## config.mk

```make
export PLATFORM = sky130hd
export DESIGN_NAME = biquad8_coeff_loader
export DESIGN_NICKNAME = d
export VERILOG_FILES = /design/src/rtl/biquad_pkg.sv /design/src/rtl/biquad_coeff_stage.sv /design/src/rtl/biquad8_coeff_loader.sv
export SDC_FILE = /design/constraint.sdc
export NUM_CORES = 1
export LEC_CHECK = 0
export ABC_AREA = 1
export CAP_MARGIN = 20
export CORE_MARGIN = 2
export CORE_UTILIZATION = 55
export CTS_CLUSTER_DIAMETER = 150
export DETAILED_ROUTE_END_ITERATION = 12
export PLACE_DENSITY = 0.76
export RECOVER_POWER = 25
export SYNTH_ARGS = -nofsm -noshare
export SYNTH_HDL_FRONTEND = slang
export SYNTH_SLANG_ARGS = --single-unit
```

## constraint.sdc

```tcl
create_clock -name clk -period 1.9 [get_ports clk]
set_input_delay 0.285 -clock clk [delete_from_list [all_inputs] [get_ports clk]]
set_output_delay 0.285 -clock clk [all_outputs]
set_load 0.01 [all_outputs]
```

## src/rtl/biquad_pkg.sv

```systemverilog
// Shared types and constants for the biquad coefficient loaders.
// Holds the coefficient type, loader FSM states and the count helper.
package biquad_pkg;

  localparam int CBITS = 18;

  typedef logic signed [CBITS-1:0] coeff_t;

  typedef enum logic [1:0] {
    IDLE,
    SHIFT,
    UPDATE,
    DONE
  } ld_state_e;

  function automatic int ncoeff(input int nsamp);
    return 2 * (nsamp - 2);
  endfunction

endpackage

```

## src/rtl/biquad_coeff_stage.sv

```systemverilog
// Coefficient staging register file: one write port, one async read port.
// Ports: clk, rst_n, we/waddr/wdat (write), raddr/rdat (read); out of range ignored/0.
module biquad_coeff_stage
  import biquad_pkg::*;
#(
  parameter int N  = 12,
  parameter int AW = 4
) (
  input  logic          clk,
  input  logic          rst_n,
  input  logic          we,
  input  logic [AW-1:0] waddr,
  input  coeff_t        wdat,
  input  logic [AW-1:0] raddr,
  output coeff_t        rdat
);

  coeff_t mem [N];

  always_ff @(posedge clk or negedge rst_n) begin
    if (!rst_n) begin
      for (int i = 0; i < N; i++) begin
        mem[i] <= '0;
      end
    end else if (we && (int'(waddr) < N)) begin
      mem[waddr] <= wdat;
    end
  end

  assign rdat = (int'(raddr) < N) ? mem[raddr] : '0;

endmodule

```

## src/rtl/biquad8_coeff_loader.sv

```systemverilog
// Stages IIR coefficients and shifts them down the DSP B-cascade on commit.
// Ports: cfg write port, commit/busy/done, coeff_dat/wr/update to the IIR;
// optional rd_addr_i/rd_dat_o readback under BIQUAD_COEFF_READBACK_EN.
module biquad8_coeff_loader
  import biquad_pkg::*;
#(
  parameter  int NSAMP  = 8,
  localparam int NCOEFF = ncoeff(NSAMP),
  localparam int ABITS  = $clog2(NCOEFF)
) (
  input  logic             clk,
  input  logic             rst_n,
  input  logic             cfg_valid_i,
  output logic             cfg_ready_o,
  input  logic [ABITS-1:0] cfg_addr_i,
  input  logic [CBITS-1:0] cfg_dat_i,
  input  logic             commit_i,
  output logic             busy_o,
  output logic             load_done_o,
`ifdef BIQUAD_COEFF_READBACK_EN
  input  logic [ABITS-1:0] rd_addr_i,
  output logic [CBITS-1:0] rd_dat_o,
`endif
  output logic [CBITS-1:0] coeff_dat_o,
  output logic             coeff_wr_o,
  output logic             coeff_update_o
);

  ld_state_e        state;
  ld_state_e        state_nxt;
  logic [ABITS-1:0] cnt;
  logic [ABITS-1:0] ridx;
  logic             pend;
  logic             wr_en;
  coeff_t           rdat;
  logic [CBITS-1:0] dat_q;
  logic             done_q;

  assign wr_en = cfg_valid_i && (state == IDLE);
  // Highest address first.
  assign ridx  = ABITS'(NCOEFF - 1) - cnt;

  biquad_coeff_stage #(
    .N  (NCOEFF),
    .AW (ABITS)
  ) u_stage (
    .clk   (clk),
    .rst_n (rst_n),
    .we    (wr_en),
    .waddr (cfg_addr_i),
    .wdat  (cfg_dat_i),
    .raddr (ridx),
    .rdat  (rdat)
  );

  always_comb begin
    state_nxt = state;
    unique case (state)
      IDLE:   if (commit_i || pend) state_nxt = SHIFT;
      SHIFT:  if (cnt == ABITS'(NCOEFF - 1)) state_nxt = UPDATE;
      UPDATE: state_nxt = DONE;
      DONE:   state_nxt = IDLE;
      default: state_nxt = IDLE;
    endcase
  end

  always_ff @(posedge clk or negedge rst_n) begin
    if (!rst_n) begin
      state  <= IDLE;
      cnt    <= '0;
      pend   <= 1'b0;
      dat_q  <= '0;
      done_q <= 1'b0;
    end else begin
      state  <= state_nxt;
      cnt    <= (state == SHIFT) ? cnt + 1'b1 : '0;
      // Data trails coeff_wr by one cycle to match the IIR's CEB1 delay.
      dat_q  <= (state == SHIFT) ? rdat : '0;
      done_q <= (state == DONE);
      // IDLE consumes the request; elsewhere commits collapse into one.
      pend   <= (state != IDLE) ? (pend | commit_i) : 1'b0;
    end
  end

  assign cfg_ready_o    = (state == IDLE);
  assign busy_o         = (state != IDLE);
  assign coeff_wr_o     = (state == SHIFT);
  assign coeff_update_o = (state == DONE);
  assign coeff_dat_o    = dat_q;
  assign load_done_o    = done_q;

`ifdef BIQUAD_COEFF_READBACK_EN
  // Shadow captures the shifted values; active flips in UPDATE only.
  coeff_t           shadow [NCOEFF];
  coeff_t           active [NCOEFF];
  logic [CBITS-1:0] rd_q;

  always_ff @(posedge clk or negedge rst_n) begin
    if (!rst_n) begin
      for (int i = 0; i < NCOEFF; i++) begin
        shadow[i] <= '0;
        active[i] <= '0;
      end
      rd_q <= '0;
    end else begin
      if (state == SHIFT) shadow[ridx] <= rdat;
      if (state == UPDATE) begin
        for (int i = 0; i < NCOEFF; i++) begin
          active[i] <= shadow[i];
        end
      end
      rd_q <= (int'(rd_addr_i) < NCOEFF) ? active[rd_addr_i] : '0;
    end
  end

  assign rd_dat_o = rd_q;
`endif

endmodule
```

==> flow_summary.toml, run 1 <==
[status]
outcome = "finished clean"

[sta]
finClkSkew_ns = 0.00887
drv_slew = 0
relSlewSlack_pct = 44.8
fmaxAchievable_mhz = 550
rsz0062_at_grt = "false"
hold_viol_final = 0
post-route-min-period_ns = 1.82
finalSetupViolCount = 0
tns_ns = 0
tightest_slew_ns = 0.828
hold_slack_ns = 0.253
fin_ws_ns = 0.0814
period_share_pct = 95.7

[yosys]
netlist-cell-type-count = 25
syn_avg_cell_area_um2 = 8.19
syn_inst = 1401
syn-num-nets = 1434
yosysSeqAreaShare_pct = 52.8
yosysWarnings = 0
netlist_area_mm2 = 0.0115
synth-seq-cells = 242

[worst_setup_path]
cp_num_cells = 3
worstPathRequired_ns = 1.62
path_max_fanout = 2
crit_path_top_delay_cell = "dfrtp_1"
end_kind = "primary output"
arrival_ns = 1.53
cpPeakStageDelay_ns = 0.40
path_buf_inv = 2
worst-setup-path-type = "register to primary output"
worst_r2r_path_depth = 5
critPathLaunchType = "register"
cp_cell_sequence = "clkbuf_1 -> ha_1 -> dlygate4sd2_1"
critPathTopFamily = "buffers and inverters"

[route]
vias_per_cell = 5.35
drc = 0
wl_per_cell_um = 15.6
dr.pass1.iters = 7
drt_wl_total_mm = 26.8
vias = 9162
detail-route-antenna-nets = 0
drt_iter0_drc = 732

[place]
pre_cts_ws_ns = 0.0250
post-place-cells = 1664
io_buffer_count = 48
hpwl_mm = 16.6
place_area_mm2 = 0.0122
gp_congestion = 0.789

[power]
p_total_mw = 17.2
p_per_area_mw_per_mm2 = 1310
ir_worst_vdd_mv = 0.723
p_leak_nw = 6.37

[layout]
syn_to_final_growth_pct = 13.9
fill_cells = 1752
fin_area_mm2 = 0.0131
nNetsFinal = 1457
layout-drive-gt1-share_pct = 9.29
fin_util_pct = 64.2
layout_common_cells = "nand2_1 (425), dfrtp_1 (240), o21ai_1 (168)"
mostFrequentLayoutCell = "nand2_1"
final_cells = 1713

[floorplan]
die_height_um = 148
start_util_pct = 56.3
std_cell_rows = 52
dieArea_mm2 = 0.0220
die_w_um = 148
coreArea_mm2 = 0.0204
pin_count = 49

[clock_tree]
clk_pin_slew_worst_paths_ns = 0.06
numCtsBuffers = 26
clock_latency_ns = 0.53
clk_path_buf_depth = 3
tritoncts = "done"
clock-sinks = 242
cts.htree.levels = 1
cts_root_buf = "clkbuf_16"

[global_routing]
grt_pass1_wl_mm = 44.9
antenna_found_initial = 0
gr-total-overflow = 0
grtUsageTotal_pct = 25.4
grt_pass1_vias = 8730
grt_max_degree = 59

[job]
drv_cap = 0

[worst_hold_path]
hp-class = "input pin to asynchronous set/reset pin"
## kinds of logic after synthesis
family          count (synthesis)  share of synthesized area, %
compound gates                296                          13.9
buf+inv                       238                          10.3
fa+ha+maj                       7                         0.763
simple gates                  617                          22.1
flops                         242                          52.8
xor+xnor                        1                        0.0763
## registers in the layout, indices dropped and copies added, names as in the netlist
name / cells
state: 2
pend: 1
load_done_o: 1
coeff_dat_o: 18
u_stage.mem: 216
cnt: 4
## path summary, 6_finish.rpt
check | from | slack (ns) | end
setup reg to reg | state[0] | 0.14 | coeff_dat_o[15]
max in group asynchronous | rst_n | 0.55 | u_stage.mem[164]
min in group clk | commit_i | 0.33 | pend
setup / recovery | state[0] | 0.08 | coeff_update_o
hold / removal | rst_n | 0.25 | u_stage.mem[90]
hold reg to reg | u_stage.mem[34] | 0.48 | u_stage.mem[34]
## synth_stat cells, drive strengths merged
library cell | number | area [um^2]
a21oi | 21 | 116
buf | 63 | 526
clkbuf | 33 | 124
clkinv | 2 | 7.51
dfrtp | 242 | 6060
ha | 7 | 87.6
inv | 140 | 526
nand2 | 438 | 1730
nand3 | 109 | 546
nor2 | 69 | 262
o21ai | 274 | 1480
o31ai | 1 | 7.51
or2 | 1 | 6.26
xor2 | 1 | 8.76
## repair_timing
action                     CTS  global route
hold buffers                 1             0
gates resized for setup     11             1
hold endpoints to repair    45             0
setup endpoints to repair    5             1
setup buffers                1             0
## per-layer routing
layer	routed length [um]	track usage, %	vias to the layer above	share of wire, %
met5	0	0	-	0
met4	523	7.00	0	2.0
met3	1530	3.22	47	5.7
met2	12700	41.3	274	47
met1	12000	36.5	4337	45
li1	-	-	4504	-
## worst register-to-register path, delay by kind of cell (launching register included)
kind	cells	cell delay (ns)
AND/OR/NAND/NOR	1	0.47
AO/OA/AOI/OAI	1	0.39
flip-flops	1	0.37
adder cells (fa/ha/maj)	1	0.20
buffers and inverters	2	0.19
## power by group
group	internal [mW]	leakage [nW]	switching, mW
Clock	2.95	0.423	2.02
Combinational	2.08	2.67	3.20
Sequential	6.30	3.28	0.628
## area by class of cell
type | instances | area [um^2] | share of cell area (%)
antenna | 1 | 2.50 | 0.0191
sequential | 242 | 6060 | 46.4
clock inverter | 8 | 68.8 | 0.527
timing repair buffer | 91 | 1040 | 7.95
tap | 270 | 338 | 2.58
clock buffer | 38 | 777 | 5.94
multi-input combinational | 921 | 4250 | 32.5
inverter | 142 | 533 | 4.08
Note: power is estimated with default switching activity, not from simulation.
==> run 2: changes to the inputs <==
Settings changed: CORE_UTILIZATION 55 to 57, CTS_BUF_LIST set to sky130_fd_sc_hd__clkbuf_8, PLACE_DENSITY 0.76 to 0.79.
==> run 2 against run 1 <==
Compared with the run above: hold slack better by 0.0030 ns; total power is 3.3% lower; clock skew is 0.013 ns higher; critical endpoint is now busy_o; flip-flop and latch count stayed put; via count is 2.0% higher; critical path type unchanged.
==> flow_summary.toml, run 2 (same netlist as run 1, synthesis figures left out) <==
[status]
outcome = "finished clean"

[worst_setup_path]
worst-setup-path-type = "register to primary output"
worstPathRequired_ns = 1.62
arrival_ns = 1.55
path_buf_inv = 3
cp_cell_sequence = "inv_2 -> ha_4 -> inv_1 -> dlygate4sd2_1"
crit_path_top_delay_cell = "dfrtp_1"
critPathTopFamily = "buffers and inverters"
critPathLaunchType = "register"
cpPeakStageDelay_ns = 0.41
end_kind = "primary output"
path_max_fanout = 5

[route]
wl_per_cell_um = 16.0
vias_per_cell = 5.45
detail-route-antenna-nets = 0
vias = 9345
dr.pass1.iters = 7
drt_wl_total_mm = 27.5
drt_iter0_drc = 838
drc = 0

[global_routing]
grt_pass1_vias = 9029
antenna_found_initial = 0
grt_max_degree = 71
grtUsageTotal_pct = 26.6
met3_usage_pct = 5.08
gr-usage-met1_pct = 37.1
use_met2_pct = 42.4
grt.busiest_layer = "met2"
gr-total-overflow = 0
grt_pass1_wl_mm = 45.8

[layout]
largest-register = "u_stage.mem"
multi_input_area_mm2 = 0.00426
insertedDiodeCount = 0
layout-drive-gt1-share_pct = 9.37
seq_area_mm2 = 0.00606
layout_common_cells = "nand2_1 (425), dfrtp_1 (240), o21ai_1 (168)"
mostFrequentLayoutCell = "nand2_1"
fill_cells = 1681
syn_to_final_growth_pct = 11.5
largest_reg_flops = 216
nNetsFinal = 1460

[sta]
rsz0062_at_grt = "false"
finalSetupViolCount = 0
drv_slew = 0
hold_viol_final = 0
fmaxAchievable_mhz = 545
tns_ns = 0
tightest_slew_ns = 0.966
relSlewSlack_pct = 35.6
post-route-min-period_ns = 1.83
finClkSkew_ns = 0.0222
period_share_pct = 96.6
fin_ws_ns = 0.0652
hold_slack_ns = 0.256

[clock_tree]
cts.htree.levels = 2
cts_root_buf = "clkbuf_8"
clock_latency_ns = 0.55
clk_path_buf_depth = 3
clock-sinks = 242
tritoncts = "done"
clk_pin_slew_worst_paths_ns = 0.06
numCtsBuffers = 42

[power]
internal_power_mw = 10.7
p_per_area_mw_per_mm2 = 1300
ir_worst_vdd_mv = 0.594
clkPwrFrac_pct = 26.4
p_comb_share_pct = 31.9
switchingPower_mw = 5.93
power_frac_seq_pct = 41.7
p_total_mw = 16.6
p_leak_nw = 6.29
swShare_pct = 35.7

[floorplan]
die_height_um = 146
dieArea_mm2 = 0.0213
pin_count = 49
die_w_um = 146
coreArea_mm2 = 0.0196
start_util_pct = 58.6
std_cell_rows = 51

[place]
gp_congestion = 0.789
hpwl_mm = 15.9
pre_cts_ws_ns = 0.0486
io_buffer_count = 48

[worst_hold_path]
hp-class = "input pin to asynchronous set/reset pin"

[job]
drv_cap = 0
[run 2: cell types whose count changed in the layout (fill, tap and decap cells not counted), moves of 2 or more]
cell,previous run,this run
clkbuf_16,27,0
inv_1,136,151
clkinv_2,6,2
buf_4,17,15
buf_12,20,12
clkbuf_1,8,0
clkbuf_8,6,50
[run 2: path summary, 6_finish.rpt]
kind / cells after the start / from / slack, ns / end
worst min register to register: 2 / u_stage.mem[30] / 0.48 / u_stage.mem[30]
worst min-delay path: 2 / rst_n / 0.26 / u_stage.mem[111]
worst max-delay path: 4 / state[0] / 0.07 / busy_o
min in group clk: 3 / commit_i / 0.31 / pend
worst max register to register: 8 / state[0] / 0.12 / u_stage.mem[149]
max in group asynchronous: 3 / rst_n / 0.35 / u_stage.mem[211]
[run 2: per-layer routing]
metal,share of wire [%],vias up
met5,0,-
met4,2.2,0
met3,7.2,61
met2,46,331
met1,45,4471
li1,-,4482
[run 2: power groups by stage]
stage / clock (mW) / sequential (mW) / combinational [mW]
after floorplan: 0 / 6.87 / 3.68
after global placement: 0 / 6.94 / 5.07
after detailed placement: 0 / 6.98 / 5.21
after CTS: 4.47 / 6.91 / 5.29
after global routing: 4.70 / 7.05 / 6.04
final: 4.39 / 6.93 / 5.31
[run 2: final cells by class]
type	instances	area share, %
Sequential cell	242	47.4
Clock inverter	18	0.577
Timing Repair Buffer	78	6.66
Inverter	142	4.16
Clock buffer	50	5.38
Multi-Input combinational cell	921	33.3
Tap cell	265	2.59
[run 2: repair_timing]
action	in CTS	in global routing
setup buffers	1	1
endpoints found under the hold margin	49	0
hold buffers	1	0
resized for setup	10	3
setup endpoints to repair	4	3
[run 2: through the flow]
step,area [um^2],utilization (%),cells
floorplan,11500,-,1401
global placement,12000,61.3,1645
detailed placement,12000,61.3,1645
CTS,12800,65.4,1715
global route,12800,65.3,1716
finish,12800,65.3,1716
